==> src/rtl/pipe_hazard_ctrl_pkg.sv <==
`default_nettype none
// +--------------------------------------------------------------------+
// | pipe_ctrl_pkg : shared types/constants for pipe_hazard_ctrl        |
// | Rev 1.0                                                            |
// +--------------------------------------------------------------------+
package pipe_ctrl_pkg;

  localparam int VLAT_W   = 4;
  localparam int MAX_VLAT = 8;
  localparam int RA_W     = 5;

  typedef enum logic [0:0] {
    IDLE  = 1'b0,
    VBUSY = 1'b1
  } state_t;

  // Effective latency: zero requests mean one cycle, oversize requests saturate.
  function automatic logic [VLAT_W-1:0] clamp_vlat(input logic [VLAT_W-1:0] v);
    logic [VLAT_W-1:0] r;
    if (v == '0)
      r = VLAT_W'(1);
    else if (v > VLAT_W'(MAX_VLAT))
      r = VLAT_W'(MAX_VLAT);
    else
      r = v;
    return r;
  endfunction

endpackage
`default_nettype wire

==> src/rtl/pipe_hazard_ctrl_vlat_counter.sv <==
`default_nettype none
// +--------------------------------------------------------------------+
// | vlat_counter : loadable down-counter tracking remaining VALU cycles|
// | Rev 1.0                                                            |
// +--------------------------------------------------------------------+
module vlat_counter
  import pipe_ctrl_pkg::*;
(
  input  logic              clk_i,
  input  logic              rst_ni,
  input  logic              load_i,
  input  logic [VLAT_W-1:0] load_val_i,
  input  logic              dec_i,
  output logic              last_o,
  output logic              zero_o
);

  logic [VLAT_W-1:0] cnt_q;
  logic [VLAT_W-1:0] cnt_d;

  always_comb begin
    cnt_d = cnt_q;
    if (load_i)
      cnt_d = load_val_i;
    else if (dec_i && (cnt_q != '0))
      cnt_d = cnt_q - VLAT_W'(1);
  end

  always_ff @(posedge clk_i or negedge rst_ni) begin
    if (!rst_ni)
      cnt_q <= '0;
    else
      cnt_q <= cnt_d;
  end

  assign last_o = (cnt_q == VLAT_W'(1));
  assign zero_o = (cnt_q == '0);

endmodule
`default_nettype wire

==> src/rtl/pipe_hazard_ctrl.sv <==
`default_nettype none
// +--------------------------------------------------------------------+
// | pipe_hazard_ctrl : stall/flush sequencer for 5-stage pipe + VALU   |
// | Optional perf counters: PIPE_HAZARD_CTRL_PERF_EN.   Rev 1.0        |
// +--------------------------------------------------------------------+
module pipe_hazard_ctrl
  import pipe_ctrl_pkg::*;
(
  input  logic              clk_i,
  input  logic              start_i,
  input  logic [RA_W-1:0]   id_rs1_i,
  input  logic [RA_W-1:0]   id_rs2_i,
  input  logic              id_use_rs1_i,
  input  logic              id_use_rs2_i,
  input  logic              ex_mem_read_i,
  input  logic [RA_W-1:0]   ex_rd_i,
  input  logic              ex_vop_i,
  input  logic [VLAT_W-1:0] ex_vlat_i,
  input  logic              mem_branch_taken_i,
  output logic              pc_write_o,
  output logic              if_id_write_o,
  output logic              if_id_flush_o,
  output logic              id_ex_write_o,
  output logic              id_ex_bubble_o,
  output logic              ex_mem_bubble_o,
  output logic              valu_done_o,
  output logic              busy_o
`ifdef PIPE_HAZARD_CTRL_PERF_EN
  ,
  output logic [31:0]       stall_cycles_o,
  output logic [31:0]       vop_count_o,
  output logic [31:0]       lu_stalls_o
`endif
);

  state_t            state_q;
  state_t            state_d;
  logic [VLAT_W-1:0] w_lat;
  logic              w_lu_hazard;
  logic              w_lu_stall;
  logic              w_cnt_load;
  logic              w_cnt_dec;
  logic              w_last;
  logic              w_zero;

  assign w_lat = clamp_vlat(ex_vlat_i);

  assign w_lu_hazard = ex_mem_read_i && (ex_rd_i != '0) &&
                       (((ex_rd_i == id_rs1_i) && id_use_rs1_i) ||
                        ((ex_rd_i == id_rs2_i) && id_use_rs2_i));

  vlat_counter u_vlat_counter (
    .clk_i      (clk_i),
    .rst_ni     (start_i),
    .load_i     (w_cnt_load),
    .load_val_i (w_lat - VLAT_W'(1)),
    .dec_i      (w_cnt_dec),
    .last_o     (w_last),
    .zero_o     (w_zero)
  );

  always_ff @(posedge clk_i or negedge start_i) begin
    if (!start_i)
      state_q <= IDLE;
    else
      state_q <= state_d;
  end

  // Outputs are gated by start_i so the pipeline is frozen during reset.
  always_comb begin
    state_d         = state_q;
    pc_write_o      = 1'b0;
    if_id_write_o   = 1'b0;
    if_id_flush_o   = 1'b0;
    id_ex_write_o   = 1'b0;
    id_ex_bubble_o  = 1'b0;
    ex_mem_bubble_o = 1'b0;
    valu_done_o     = 1'b0;
    busy_o          = 1'b0;
    w_cnt_load      = 1'b0;
    w_cnt_dec       = 1'b0;
    w_lu_stall      = 1'b0;
    if (start_i) begin
      unique case (state_q)
        IDLE: begin
          if (mem_branch_taken_i) begin
            pc_write_o      = 1'b1;
            if_id_write_o   = 1'b1;
            if_id_flush_o   = 1'b1;
            id_ex_write_o   = 1'b1;
            id_ex_bubble_o  = 1'b1;
            ex_mem_bubble_o = 1'b1;
          end else if (ex_vop_i && (w_lat >= VLAT_W'(2))) begin
            ex_mem_bubble_o = 1'b1;
            w_cnt_load      = 1'b1;
            state_d         = VBUSY;
          end else if (w_lu_hazard) begin
            id_ex_write_o   = 1'b1;
            id_ex_bubble_o  = 1'b1;
            w_lu_stall      = 1'b1;
          end else begin
            pc_write_o      = 1'b1;
            if_id_write_o   = 1'b1;
            id_ex_write_o   = 1'b1;
            valu_done_o     = ex_vop_i;
          end
        end
        VBUSY: begin
          busy_o    = 1'b1;
          w_cnt_dec = 1'b1;
          if (w_last) begin
            pc_write_o    = 1'b1;
            if_id_write_o = 1'b1;
            id_ex_write_o = 1'b1;
            valu_done_o   = 1'b1;
            state_d       = IDLE;
          end else if (!w_zero) begin
            ex_mem_bubble_o = 1'b1;
          end else begin
            // Counter already drained: unreachable, recover to IDLE.
            state_d = IDLE;
          end
        end
        default: state_d = IDLE;
      endcase
    end
  end

`ifndef SYNTHESIS
  a_no_branch_in_vbusy: assert property (@(posedge clk_i) disable iff (!start_i)
    !((state_q == VBUSY) && mem_branch_taken_i));
`endif

`ifdef PIPE_HAZARD_CTRL_PERF_EN
  logic [31:0] stall_cycles_q;
  logic [31:0] vop_count_q;
  logic [31:0] lu_stalls_q;

  always_ff @(posedge clk_i or negedge start_i) begin
    if (!start_i) begin
      stall_cycles_q <= '0;
      vop_count_q    <= '0;
      lu_stalls_q    <= '0;
    end else begin
      if (!pc_write_o && (stall_cycles_q != '1))
        stall_cycles_q <= stall_cycles_q + 32'd1;
      if (valu_done_o && (vop_count_q != '1))
        vop_count_q <= vop_count_q + 32'd1;
      if (w_lu_stall && (lu_stalls_q != '1))
        lu_stalls_q <= lu_stalls_q + 32'd1;
    end
  end

  assign stall_cycles_o = stall_cycles_q;
  assign vop_count_o    = vop_count_q;
  assign lu_stalls_o    = lu_stalls_q;
`endif

endmodule
`default_nettype wire
==> config.mk <==
export PLATFORM = sky130hd
export DESIGN_NAME = pipe_hazard_ctrl
export DESIGN_NICKNAME = d
export VERILOG_FILES = /design/src/rtl/pipe_hazard_ctrl_pkg.sv /design/src/rtl/pipe_hazard_ctrl_vlat_counter.sv /design/src/rtl/pipe_hazard_ctrl.sv
export SDC_FILE = /design/constraint.sdc
export NUM_CORES = 1
export LEC_CHECK = 0
export ABC_AREA = 1
export CAP_MARGIN = 30
export CORE_UTILIZATION = 44
export DETAILED_ROUTE_END_ITERATION = 8
export PLACE_DENSITY_LB_ADDON = 0.1
export SLEW_MARGIN = 25
export SYNTH_ARGS = -nofsm -noshare
export SYNTH_HDL_FRONTEND = slang
export SYNTH_SLANG_ARGS = --single-unit
==> constraint.sdc <==
create_clock -name clk_i -period 5.5 [get_ports clk_i]
set_input_delay 1.1 -clock clk_i [delete_from_list [all_inputs] [get_ports clk_i]]
set_output_delay 1.1 -clock clk_i [all_outputs]
set_load 0.1 [all_outputs]
==> out/metrics.yaml, run 1 <==
grt_antenna_before_repair: 0
drive_above_1_share: 0.156
pre_cts_slack_ps: 1240
hold_viol: 0
path_common_cell: "clkdlybuf4s50_1"
use_met1: 0.285
holdWs_ps: 541
final_area_mm2: 0.00110
power_frac_comb: 0.737
switching_share: 0.602
drv_cap: 0
fmaxAchievable_mhz: 235
status: "complete, no violations"
ir_worst_vdd_v: 0.000193
clk_path_buf_depth: 2
postRouteAntennaNets: 0
grt.total_usage: 0.252
power.switching_mw: 0.253
max_slew_margin: 0.352
ys_dominant_reg_cell: "dfrtp_1"
finalCriticalPeriod_ps: 4250
fin_worst_skew_ps: 1.63
die_x_um: 43.1
syn_to_final_growth_pct: 47.7
crit_path_start_kind: "input port"
crit_fanout: 10
synthCells: 137
grt_use_met2: 0.406
grt_start_max_net_pins: 11
rsz0062_at_grt: "false"
synth_edf_count: 0
use_met3: 0.0723
fp.dieH_um: 43.1
endpoint_kind: "output pin"
cts_root_buf: "clkbuf_4"
numClockSinks: 5
power.share.clock: 0.099
tns_ps: 0
arrival_ps: 3150
postCtsHoldBufs: 0
grt_pass1_vias: 861
layout.nets: 204
post_cts_resized: 0
synth_fp_nets: 167
fin_ws_ps: 1250
ys_types: 23
htreeDepth: 1
total_power_mw: 0.420
cp_cell_sequence: "clkdlybuf4s50_1 -> nand2_2 -> clkinv_2 -> clkdlybuf4s50_1"
setup_viol: 0
synth.cell_area_um2: 744
gp_congestion: 0.819
dr.first_iter.drc_count: 12
cp_num_buf_inv: 3
layout_worst_path_cycle_share: 0.773
yosysWarnings: 0
postCtsSetupBuffers: 0
p_seq_frac: 0.164
numCtsBuffers: 3
drc_errors: 0
cp.required_ps: 4400
ys_ff_latch: 5
power_density_mw_per_mm2: 382
vias: 909
insertedDiodeCount: 0
seq_area_frac_synth: 0.168
clkTransAtPathRegs_ps: 40
min_path_type: "register to register"
slew_violations: 0
p_int_mw: 0.167
crit_family: "buffers and inverters"
overflow: 0
coreArea_mm2: 0.00154
crit_type: "input port to output pin"
via_per_inst: 4.81
dp_hpwl_mm: 1.67
clk-insertion-delay-late_ps: 240
cts_tree: "yes"
wl_per_cell_um: 10.0
routed_wl_mm: 1.89
grt_pass1_wl_mm: 3.51
worst_pin_slew_ps: 970
ios: 34
ys_async_sr_fraction: 1.00
slowest_stage: "clkdlybuf4s50_1"
placed_area_mm2: 0.00107
grt-busiest-layer: "met2"
std_cell_rows: 14
critical-path-max-stage-delay_ps: 1130
leakage_nw: 0.623
dieArea_mm2: 0.00186
dr.pass1.iters: 4
avgSynthCellArea_um2: 5.43
io_buffers: 33
initial_core_util: 0.483
[worst reg2reg max path: cells and delay by family, from the launching register on]
family	cells	cell delay, ps
buffers and inverters	1	80
DFF	1	360
and+or+nand+nor	5	590
adders and majority gates	1	220
[metrics by stage]
step                      utilization  instances
after floorplan                     -        137
after global placement          0.696        185
after detailed placement        0.696        185
after CTS                       0.713        189
after global routing            0.713        189
final                           0.713        189
[layer usage]
metal  up-vias  share of wire
met1       380           0.41
met5         -              0
met2        36           0.50
li1        487              -
met4         0          0.029
met3         6          0.066
[sequential cells by signal, summed over array words and instances (netlist names)]
name                  flops
state_q                   1
u_vlat_counter.cnt_q      4
[Yosys cell counts, types with 2 or more instances]
master	count	area, um^2
o21ai_0	3	15.0
nor2_1	16	60.1
nand2_2	3	18.8
dfrtp_1	5	125
nand2_1	43	161
nand3_1	10	50.1
inv_2	4	15.0
nor3_1	2	10.0
inv_1	28	105
nand3_2	2	20.0
a21oi_2	2	17.5
a21oi_1	3	15.0
ha_1	4	50.1
nor2_2	2	12.5
clkinv_2	2	10.0
[kinds of logic after synthesis]
family,Yosys count,synth area share
AND/OR/NAND/NOR,79,0.462
buffers and inverters,36,0.190
flip-flops,5,0.168
AO/OA/AOI/OAI,12,0.101
adder cells (fa/ha/maj),4,0.0672
XOR/XNOR,1,0.0118
[final cells by class]
type,instances,area (um^2)
Clock buffer,4,26.3
Fill cell,145,442
Inverter,35,134
Multi-Input combinational cell,96,482
Sequential cell,5,125
Tap cell,16,20.0
Timing Repair Buffer,33,313
[final timing paths]
path / from / end / slack [ps] / cells past startpoint
max: start_i / busy_o / 1250 / 4
min: u_vlat_counter.cnt_q[1] / u_vlat_counter.cnt_q[1] / 540 / 2
max reg2reg: u_vlat_counter.cnt_q[0] / u_vlat_counter.cnt_q[3] / 4150 / 7
min reg2reg: u_vlat_counter.cnt_q[1] / u_vlat_counter.cnt_q[1] / 540 / 2
max in group asynchronous: start_i / u_vlat_counter.cnt_q[2] / 4050 / 1
min in group asynchronous: start_i / u_vlat_counter.cnt_q[0] / 1160 / 1
[placed cells by master (no fill, tap or decap), drive strengths merged]
| cell | instances |
|---|---|
| xnor2 | 1 |
| clkinv | 3 |
| buf | 7 |
| a21oi | 5 |
| clkdlybuf4s50 | 26 |
| inv | 32 |
| clkbuf | 4 |
| nor3 | 2 |
| ha | 4 |
| nand3 | 12 |
| a31oi | 1 |
| o211ai | 1 |
| nand2 | 47 |
| o21ai | 4 |
| dfrtp | 5 |
| nor2 | 18 |
| o221ai | 1 |
[power by group through the flow]
stage	combinational, mW	clock, mW	sequential, mW
final	0.310	0.0417	0.0688
after global routing	0.334	0.0474	0.0718
after CTS	0.310	0.0434	0.0688
after detailed placement	0.310	0	0.0694
after global placement	0.302	0	0.0681
after floorplan	0.241	0	0.0653
Power figures use the tool's default switching activity.
==> run 2: changes to the inputs <==
--- a/config.mk
+++ b/config.mk
@@ -7,7 +7,7 @@
 export LEC_CHECK = 0
 export ABC_AREA = 1
 export CAP_MARGIN = 30
-export CORE_UTILIZATION = 44
+export CORE_UTILIZATION = 41
 export DETAILED_ROUTE_END_ITERATION = 8
 export PLACE_DENSITY_LB_ADDON = 0.1
 export SLEW_MARGIN = 25
==> constraint.sdc (replaced) <==
create_clock -name clk_i -period 4.28 [get_ports clk_i]
set_input_delay 0.856 -clock clk_i [delete_from_list [all_inputs] [get_ports clk_i]]
set_output_delay 0.856 -clock clk_i [all_outputs]
set_load 0.1 [all_outputs]
==> run 2 against run 1 <==
  * Worst setup slack worse by 570 ps
  * Critical path type unchanged
  * Wire length down 13%
  * Utilization down 2.8 points
  * Final area up 6.5%
  * Clock power up 46%
  * Largest power group unchanged
  * Power up 39%
  * Flip-flop and latch count unchanged
  * Register-to-register slack worse by 1200 ps
==> out/metrics.yaml, run 2 (synthesis gave the netlist of run 1 again) <==
cts_tree: "yes"
numCtsBuffers: 3  # unchanged
power.share.clock: 0.104  # +0.005
grt.total_usage: 0.197  # -0.0546
pre_cts_slack_ps: 655  # -584 ps
fillers: 154  # +6.2%
rsz0062_at_grt: "false"
power_frac_comb: 0.748  # +0.011
arrival_ps: 2750  # -400 ps
reg.largest.list: "u_vlat_counter.cnt_q x4, state_q x1"
postCtsSetupBuffers: 0  # unchanged
fin_ws_ps: 674  # -573 ps
min_path_type: "register to register"
critical-path-max-stage-delay_ps: 460  # -670 ps
slew_violations: 0  # unchanged
min_to: "u_vlat_counter.cnt_q[1]"
cp.required_ps: 3420  # -980 ps
wl_per_cell_um: 8.34  # -17%
holdWs_ps: 515  # -25.5 ps
postCtsHoldBufs: 0  # unchanged
fp.dieH_um: 44.6  # +3.4%
grt_antenna_before_repair: 0  # unchanged
routed_wl_mm: 1.65  # -13%
layout_worst_path_cycle_share: 0.843
dr.first_iter.drc_count: 12  # unchanged
postRouteAntennaNets: 0  # unchanged
initial_core_util: 0.436  # -0.0471
ff_latch_area_um2: 125  # unchanged
std_cell_rows: 15  # +1
route.met2.wl_um: 743  # -21%
path_common_cell: "nand2_1"
crit_type: "input port to output pin"
r2r_setup_slack_ps: 2970  # -1180 ps
final_common_cell: "nand2_1"
grt_pass1_wl_mm: 2.92  # -17%
drt-met1-wl_um: 759  # -1.8%
max_slew_margin: 0.715  # +0.364
post_cts_resized: 0  # unchanged
via_per_inst: 4.47  # -7.0%
final_cell_mix: "nand2_1 (43), inv_1 (28), clkdlybuf4s50_1 (25)"
min_path_cells: 2  # unchanged
top_layer_used: "met4"
fmaxAchievable_mhz: 277
cts_root_buf: "clkbuf_4"
top_register: "u_vlat_counter.cnt_q"
clkTransAtPathRegs_ps: 40  # about the same
syn_to_final_growth_pct: 57.3
drv_cap: 0  # unchanged
status: "complete, no violations"
power.switching_mw: 0.333  # +32%
crit_family: "buffers and inverters"
setup_viol: 0  # unchanged
finalCriticalPeriod_ps: 3610
htreeDepth: 1  # unchanged
clk-insertion-delay-late_ps: 260  # +20 ps
ir_worst_vdd_v: 0.000301  # +56%
crit_cells: 16  # +12
dp_hpwl_mm: 1.45  # -13%
numClockSinks: 5  # unchanged
instances_no_fill: 198  # +4.8%
tns_ps: 0  # unchanged
min_from: "u_vlat_counter.cnt_q[1]"
overflow: 0  # unchanged
cp_num_buf_inv: 6  # +3
crit_path_start_kind: "input port"
largest_reg_flops: 4  # unchanged
crit_fanout: 3  # -7
drive_above_1_share: 0.162  # +0.00578
leakage_nw: 0.643  # +3.2%
dr.pass1.iters: 4  # unchanged
gp_congestion: 0.836  # +2.1%
reg2reg_from: "state_q"
vias: 886  # -2.5%
reg2reg_to: "u_vlat_counter.cnt_q[0]"
layout.nets: 204  # unchanged
clk_path_buf_depth: 2  # unchanged
dieArea_mm2: 0.00199  # +7.0%
insertedDiodeCount: 0  # unchanged
ios: 34  # unchanged
io_buffers: 33  # unchanged
grt_start_max_net_pins: 11  # unchanged
placed_cells: 194  # +4.9%
drc_errors: 0  # unchanged
reg2reg_depth: 4  # -3
grt_pass1_vias: 752  # -13%
worst_pin_slew_ps: 426  # -544 ps
cp_cell_sequence: "clkdlybuf4s50_1 -> inv_1 -> nand2_1 -> inv_1 -> o21ai_1 -> ha_1 -> nor2_2 -> nand3_2 -> nand2_2 -> inv_2 -> nor2_1 -> nand2_1 -> clkinv_1 -> nand2_1 -> a21oi_2 -> buf_12"
p_int_mw: 0.252  # +51%
multi_input_comb_area_um2: 482  # unchanged
total_power_mw: 0.585  # +39%
die_x_um: 44.6  # +3.4%
slowest_stage: "clkdlybuf4s50_1"
endpoint_kind: "output pin"
fin_worst_skew_ps: 13.5  # +11.9 ps
hold_viol: 0  # unchanged
switching_share: 0.570  # -0.0323
p_seq_frac: 0.149  # -0.015
wl_met3_um: 124  # unchanged
coreArea_mm2: 0.00171  # +11%
power_density_mw_per_mm2: 500  # +31%
run 2: changes by cell type in the layout (fill, tap and decap cells not counted):
cell / change
o21ai_1: +1
clkdlybuf4s50_1: -1
buf_12: +5
o21ai_0: -1
buf_4: -4
run 2: final cells by class:
type	count	area share
Timing Repair Buffer	33	0.318
Clock buffer	4	0.0224
Tap cell	25	0.0267
Multi-Input combinational cell	96	0.411
Inverter	35	0.114
Sequential cell	5	0.107
run 2: power by group through the flow:
stage	combinational, mW	sequential [mW]	clock (mW)
5_1_grt	0.471	0.0907	0.0649
3_5_place_dp	0.439	0.0873	0
6_report	0.438	0.0870	0.0607
4_1_cts	0.440	0.0866	0.0625
3_3_place_gp	0.434	0.0868	0
2_1_floorplan	0.310	0.0839	0
run 2: how the worst max path moves through the flow:
stage | startpoint | to | slack [ps]
global placement | ex_vlat_i[0] | valu_done_o | 710
floorplan | ex_vlat_i[0] | pc_write_o | -290
CTS | ex_vlat_i[2] | valu_done_o | 660
global route | ex_vlat_i[0] | valu_done_o | 460
finish | ex_vlat_i[2] | valu_done_o | 670
detailed placement | ex_vlat_i[2] | valu_done_o | 660
run 2: metal layers:
| metal | up-vias | GRT usage |
|---|---|---|
| met5 | - | 0 |
| met4 | 0 | 0.0727 |
| met3 | 3 | 0.0653 |
| met2 | 34 | 0.300 |
| met1 | 361 | 0.258 |
| li1 | 488 | - |
run 2: through the flow:
stage	util	area [um^2]
finish	0.686	1170
global route	0.686	1170
CTS	0.686	1170
detailed placement	0.670	1140
global placement	0.670	1140
floorplan	-	748
run 2: worst register-to-register path: stages (launching register included):
cell and delay (ps):
dfrtp_1 430, nor2_1 260, nand3_2 220, nor2_1 200, a31oi_1 60
